===== config.mk =====
export PLATFORM = sky130hd
export DESIGN_NAME = sonic_ranging_ctrl
export DESIGN_NICKNAME = d
export VERILOG_FILES = /design/src/rtl/sonic_pkg.sv /design/src/rtl/sonic_div.sv /design/src/rtl/sonic_ranging_ctrl.sv
export SDC_FILE = /design/constraint.sdc
export NUM_CORES = 1
export LEC_CHECK = 0
export CAP_MARGIN = 20
export CORE_MARGIN = 8
export CORE_UTILIZATION = 30
export CTS_BUF_LIST = sky130_fd_sc_hd__clkbuf_4
export CTS_CLUSTER_SIZE = 12
export DETAILED_ROUTE_END_ITERATION = 6
export DONT_BUFFER_PORTS = 1
export HOLD_SLACK_MARGIN = 0.02
export PLACE_DENSITY = 0.4
export RECOVER_POWER = 50
export SETUP_SLACK_MARGIN = 0.15
export SYNTH_ARGS = -nofsm -noshare
export SYNTH_HDL_FRONTEND = slang
export SYNTH_SLANG_ARGS = --single-unit

===== constraint.sdc =====
create_clock -name clk -period 6.7 [get_ports clk]
set_clock_uncertainty 0.1 [all_clocks]
set_input_delay 1.34 -clock clk [delete_from_list [all_inputs] [get_ports clk]]
set_output_delay 1.34 -clock clk [all_outputs]
set_load 0.02 [all_outputs]

===== src/rtl/sonic_pkg.sv =====
// sonic_pkg: shared FSM state type and constants for the ultrasonic ranger
package sonic_pkg;
  typedef enum logic [2:0] {IDLE, TRIG, WAIT_RISE, MEASURE, CALC, HOLDOFF} state_t;
  localparam int unsigned US_PER_CM_X10 = 58;
  localparam int unsigned TICK_HZ = 1_000_000;
endpackage


===== src/rtl/sonic_div.sv =====
// sonic_div: restoring unsigned divider, one quotient bit per cycle, done pulse W+1 cycles after start
// Ports: clk, rst (async active-low), start, dividend (W+4 bits), divisor, quotient, done.
// The top 4 dividend bits preload the remainder, so they must be below divisor; the quotient then fits W bits.
module sonic_div
  import sonic_pkg::*;
#(
  parameter int W = 20
) (
  input  logic         clk,
  input  logic         rst,
  input  logic         start,
  input  logic [W+3:0] dividend,
  input  logic [W-1:0] divisor,
  output logic [W-1:0] quotient,
  output logic         done
);
  localparam int CW = $clog2(W + 1);
  logic [W-1:0] rem;
  logic [CW-1:0] cnt;
  logic [W:0] trial;
  logic fits;
  always_comb begin
    trial = {rem, quotient[W-1]};
    fits = trial >= {1'b0, divisor};
  end
  always_ff @(posedge clk or negedge rst)
    if (!rst) begin
      rem <= '0;
      quotient <= '0;
      cnt <= '0;
      done <= 1'b0;
    end else if (start) begin
      rem <= W'(dividend[W+3:W]);
      quotient <= dividend[W-1:0];
      cnt <= CW'(W);
      done <= 1'b0;
    end else begin
      done <= cnt == CW'(1);
      if (cnt != '0) begin
        rem <= fits ? W'(trial - {1'b0, divisor}) : trial[W-1:0];
        quotient <= {quotient[W-2:0], fits};
        cnt <= cnt - 1'b1;
      end
    end
endmodule


===== src/rtl/sonic_ranging_ctrl.sv =====
// sonic_ranging_ctrl: HC-SR04 sequencer - trigger, echo timing on a 1 us tick, mm conversion, proximity flag
// Ports: clk, rst (async active-low); en continuous mode; req one-shot (IDLE only); echo raw sensor pin;
//        trig sensor trigger; busy not IDLE; dist_mm/dist_valid result; timeout lost/overlong echo; stop proximity.
// Build option SONIC_AVG_EN: stop compares a 4-sample moving average of valid distances instead of the raw value.
module sonic_ranging_ctrl
  import sonic_pkg::*;
#(
  parameter int CLK_HZ     = 100_000_000,
  parameter int TRIG_US    = 10,
  parameter int PERIOD_MS  = 100,
  parameter int TIMEOUT_US = 30000,
  parameter int STOP_MM    = 400,
  parameter int HYST_MM    = 50,
  parameter int DIST_W     = 20
) (
  input  logic              clk,
  input  logic              rst,
  input  logic              en,
  input  logic              req,
  input  logic              echo,
  output logic              trig,
  output logic              busy,
  output logic [DIST_W-1:0] dist_mm,
  output logic              dist_valid,
  output logic              timeout,
  output logic              stop
);
  localparam int TICK_DIV = CLK_HZ / TICK_HZ;
  localparam int PW = $clog2(TICK_DIV + 1);
  localparam int PER_US = PERIOD_MS * 1000;
  localparam int RW = $clog2(PER_US + 1);
  state_t state, state_n;
  logic [PW-1:0] pre;
  logic [RW-1:0] per;
  logic [DIST_W-1:0] cnt, cnt_n, cnt_inc, quotient, cmp;
  logic [DIST_W+3:0] ext, prod;
  logic tick, period_up, go, lost, div_start, div_done, s1, s2, s3, rise, fall, stop_n;
  always_comb begin
    tick = pre == PW'(TICK_DIV - 1);
    cnt_inc = tick && cnt != '1 ? cnt + 1'b1 : cnt;
    period_up = per == '0 || (per == RW'(1) && tick);
    rise = s2 && !s3;
    fall = s3 && !s2;
    ext = {4'b0, cnt};
    prod = (ext << 3) + (ext << 1);
    busy = state != IDLE;
    trig = state == TRIG;
  end
  // One counter serves as trigger timer, rise-wait timer and echo width (echo_us) in turn.
  always_comb begin
    state_n = state;
    cnt_n = cnt;
    go = 1'b0;
    lost = 1'b0;
    div_start = 1'b0;
    case (state)
      IDLE: begin
        cnt_n = '0;
        go = req || (en && period_up);
        state_n = go ? TRIG : IDLE;
      end
      TRIG: begin
        cnt_n = cnt_inc;
        if (tick && cnt == DIST_W'(TRIG_US - 1)) begin
          state_n = WAIT_RISE;
          cnt_n = '0;
        end
      end
      WAIT_RISE: begin
        cnt_n = cnt_inc;
        if (rise) begin
          state_n = MEASURE;
          cnt_n = DIST_W'(tick);
        end else if (tick && cnt == DIST_W'(TIMEOUT_US - 1)) lost = 1'b1;
      end
      MEASURE: begin
        cnt_n = s2 ? cnt_inc : cnt;
        if (fall) begin
          state_n = CALC;
          div_start = 1'b1;
        end else if (cnt >= DIST_W'(TIMEOUT_US)) lost = 1'b1;
      end
      CALC: state_n = div_done ? HOLDOFF : CALC;
      HOLDOFF: state_n = IDLE;
      default: state_n = IDLE;
    endcase
    if (lost) state_n = HOLDOFF;
  end
  // Prescaler and period restart on trigger rise so trigger width and period are exact in clk cycles.
  always_ff @(posedge clk or negedge rst)
    if (!rst) begin
      state <= IDLE;
      pre <= '0;
      per <= '0;
      cnt <= '0;
      {s3, s2, s1} <= 3'b0;
      dist_mm <= '0;
      dist_valid <= 1'b0;
      timeout <= 1'b0;
      stop <= 1'b0;
    end else begin
      state <= state_n;
      pre <= go || tick ? '0 : pre + 1'b1;
      per <= go ? RW'(PER_US) : tick && per != '0 ? per - 1'b1 : per;
      cnt <= cnt_n;
      {s3, s2, s1} <= {s2, s1, echo};
      dist_valid <= state == CALC && div_done;
      timeout <= lost;
      dist_mm <= lost ? '1 : state == CALC && div_done ? quotient : dist_mm;
      stop <= state == HOLDOFF ? stop_n : stop;
    end
  sonic_div #(.W(DIST_W)) u_div (
    .clk(clk),
    .rst(rst),
    .start(div_start),
    .dividend(prod),
    .divisor(DIST_W'(US_PER_CM_X10)),
    .quotient(quotient),
    .done(div_done)
  );
`ifdef SONIC_AVG_EN
  logic [DIST_W-1:0] h0, h1, h2;
  logic filled;
  logic [DIST_W+1:0] sum;
  // In HOLDOFF dist_mm already holds the newest sample; h0..h2 are the three before it.
  always_comb begin
    sum = filled ? {2'b0, dist_mm} + {2'b0, h0} + {2'b0, h1} + {2'b0, h2} : {dist_mm, 2'b00};
    cmp = sum[DIST_W+1:2];
  end
  always_ff @(posedge clk or negedge rst)
    if (!rst) begin
      {h0, h1, h2} <= '0;
      filled <= 1'b0;
    end else if (dist_valid) begin
      h0 <= dist_mm;
      h1 <= filled ? h0 : dist_mm;
      h2 <= filled ? h1 : dist_mm;
      filled <= 1'b1;
    end
`else
  always_comb cmp = dist_mm;
`endif
  always_comb stop_n = timeout ? 1'b0 : cmp < DIST_W'(STOP_MM) ? 1'b1 : cmp >= DIST_W'(STOP_MM + HYST_MM) ? 1'b0 : stop;
endmodule

==> run metrics <==
status=finished with violations; failing checks=capacitance limit, slew limit; Final min period=3.46 ns; cell depth of the worst hold path=0; Worst EP required=6.94 ns; R2R depth=7; RSZ-0062 raised after global routing=no; clock sinks=119; reg-to-reg startpoint=u_div.cnt[0]; crit path max-delay cell type=clkbuf_1; RD Place Congestion=0.778; Routed WL per cell=16.2 um; Clock Tree Buf Depth=2; critical-path cell list=inv_1 -> ha_1 -> nand2_2 -> clkbuf_1 -> o21ai_0 -> nand2_1 -> o21ai_0; post-synthesis simple-gate area fraction=25.4%; Multi-input gate area=0.00389 mm^2; number of flops mapped to enable cells by yosys=0; flop-to-flop setup slack=3.24 ns; Avg Synthesized Cell Area=8.70 um^2; worst-margin pin slew=2.57 ns; cell area after synthesis=0.00709 mm^2; pre-CTS setup slack=3.38 ns; GR Util met3=2.72%; H-tree depth=4; hold_buf cts=0; CTS tree=yes; syn_nets=849; final hold violations=0; DRT antenna net count=0; CTS buffer count=17; chip width=170 um; HPWL after detailed placement=12400 um; layout cells sized above 1=6.04%; Static Leak=3.29 nW; post-CTS setup buffers=0; initial antenna violation count=1; clk root buf=clkbuf_4; Total Power=1.30 mW; first-pass GRT wire length=30600 um; DRT Pass-1 Iters=5; largest family of logic cells by synthesized area=simple AND/OR/NAND/NOR gates; Clock Pin Slew Worst Setup and Hold Paths=0.12 ns; Placed Instances=1098; Synth Area in XOR/XNOR=7.05%; vias per cell=5.11; pwr/cell area=169 mW/mm^2; Floorplan Core Area=0.0233 mm^2; crit-path max FO=61; sequential cell area fraction in the yosys report=42.0%; cells resized by post-CTS repair=0; Post-Route WL=18300 um; CP Buf/Inv Count=2; final number of setup-violating endpoints=0; worst hold slack=0.275 ns; M1 GR Usage=17.9%; synthesized instance count=814; Setup crit start kind=flip-flop; max cap viols=2; Worst Hold End=s2; non-filler instance count after layout=1132; setup TNS=0 ns; area grow syn2layout=8.26%; Via Count=5780; FFs w/ async S/R, synth=100%; Pins Over Slew Limit=111; min-delay src=s1; worst stage delay on the critical path=1.81 ns; register area=0.00298 mm^2; die height=170 um; fmax=289 MHz; Setup Crit Path Kind=reg -> reg; Die Area=0.0288 mm^2; Initial DRC Count=328; largest net degree at the start of global routing=120; Finished Cell Area=0.00767 mm^2; dpl cell area=0.00736 mm^2; Seq cells post-synth=119; GRT Overall Usage=13.1%; final worst-path cycle share=51.6%; Reg-to-Reg End=u_div.rem[0]; post-synth cell types=63; Most used DFF post-synth=dfrtp_1; GR peak layer=met2; vias in the first global route=5789; post-synthesis mux area share=1.57%; Nets=833; Synth Area in Adders=5.40%; hold crit path type=reg -> reg; fin util=32.9%; Worst Path Arrival=3.70 ns; Clock Latency Late Sink=0.54 ns; port bufs=0; DRC viols=0; Worst path most repeated cell=o21ai_0; delay-heaviest family, CP=buffers and inverters; Worst VDD drop=0.0000837 V; Initial Util=30.4%; # IOs=30; Final WS setup=3.24 ns; FP Rows=56; Synth warnings=0; Slew headroom=-71.5%; CP endpoint kind=flip-flop; total grt overflow=0; met2 Use GR=20.6%; Compound-Gate Fraction of Synth Area=15.4%; Layout fillers=2414
==> synth_stat cells, types with 3 or more instances <==
cell type	n	area, um^2
nand2_1	123	462
dfrtp_1	119	2980
nor2_1	74	278
o21ai_0	56	280
xnor2_1	43	377
nand3_1	41	205
a21oi_1	40	200
clkbuf_1	33	124
nor3_1	32	160
ha_1	29	363
inv_1	19	71.3
a211oi_1	18	135
nor4_1	17	106
xor2_1	14	123
mux2i_1	10	100
or3_1	10	62.6
and3_1	9	56.3
nand4_1	9	56.3
a31oi_1	8	50.1
nand2b_1	7	43.8
and2_1	6	37.5
nor4b_1	6	52.6
or4_1	6	45.0
a211o_1	5	43.8
nand3b_1	5	37.5
o2111ai_1	5	43.8
o211ai_1	5	37.5
o31ai_1	5	37.5
a21o_1	4	30.0
nor2b_1	4	25.0
nor3b_1	4	30.0
o21a_1	4	30.0
o22ai_1	4	25.0
or2_2	3	18.8
==> cells by family after synthesis <==
| kind of cell | count (synthesis) |
|---|---|
| AOI/OAI and AO/OA | 172 |
| DFF | 119 |
| adders and majority gates | 30 |
| buffers and inverters | 57 |
| xor gates and xnor gates | 57 |
| muxes | 11 |
| and+or+nand+nor | 368 |
==> power breakdown <==
| part | switching [mW] | internal, mW |
|---|---|---|
| combinational | 0.000835 | 0.000707 |
| sequential | 0.000697 | 0.719 |
| clock | 0.312 | 0.266 |
| total | 0.313 | 0.986 |
==> metal layers <==
layer  share of wire, %  wire, um
met5                  0         0
met4                1.1       210
met3                4.5       823
met2                 44      8130
met1                 50      9160
==> final cells by class <==
cell class                 instances  area share, %
timing repair buffer               3          0.196
clock buffer                      18           1.76
clock inverter                    14           2.27
multi-input combinational        638           50.8
antenna                            2         0.0652
tap                              319           5.20
sequential                       119           38.8
inverter                          19          0.930
==> flip-flops by register name, summed over array words and instances (netlist names), 3 cells and up <==
signal / flops
pre: 7
u_div.cnt: 5
dist_mm: 20
u_div.quotient: 20
state: 3
per: 17
u_div.rem: 20
cnt: 20
==> how the worst max path moves through the flow <==
stage               cells after the start  slack, ns      endpoint    startpoint
floorplan                               7       4.11       per[15]        per[2]
global placement                        7       3.57        cnt[3]        pre[0]
detailed placement                      7       3.38        cnt[6]        pre[0]
CTS                                     2       3.25          busy      state[2]
global route                            7       2.80  u_div.rem[0]  u_div.cnt[0]
finish                                  7       3.24  u_div.rem[0]  u_div.cnt[0]
==> cell usage in the layout, fill, tap and decap left out, types with 7 or more instances in the layout <==
master    netlist  layout
xnor2_1        43      43
nand2_1       123     122
nand3_1        41      41
mux2i_1        10      10
nor4_1         17      17
xor2_1         14      14
a31oi_1         8       8
nor2_1         74      74
a211oi_1       18      18
nor3_1         32      31
and3_1          9       9
or3_1          10      10
nand2b_1        7       7
clkbuf_4        0      18
a21oi_1        40      40
nand4_1         9       9
dfrtp_1       119     119
ha_1           29      29
inv_1          19      19
o21ai_0        56      56
Power figures use the tool's default switching activity.
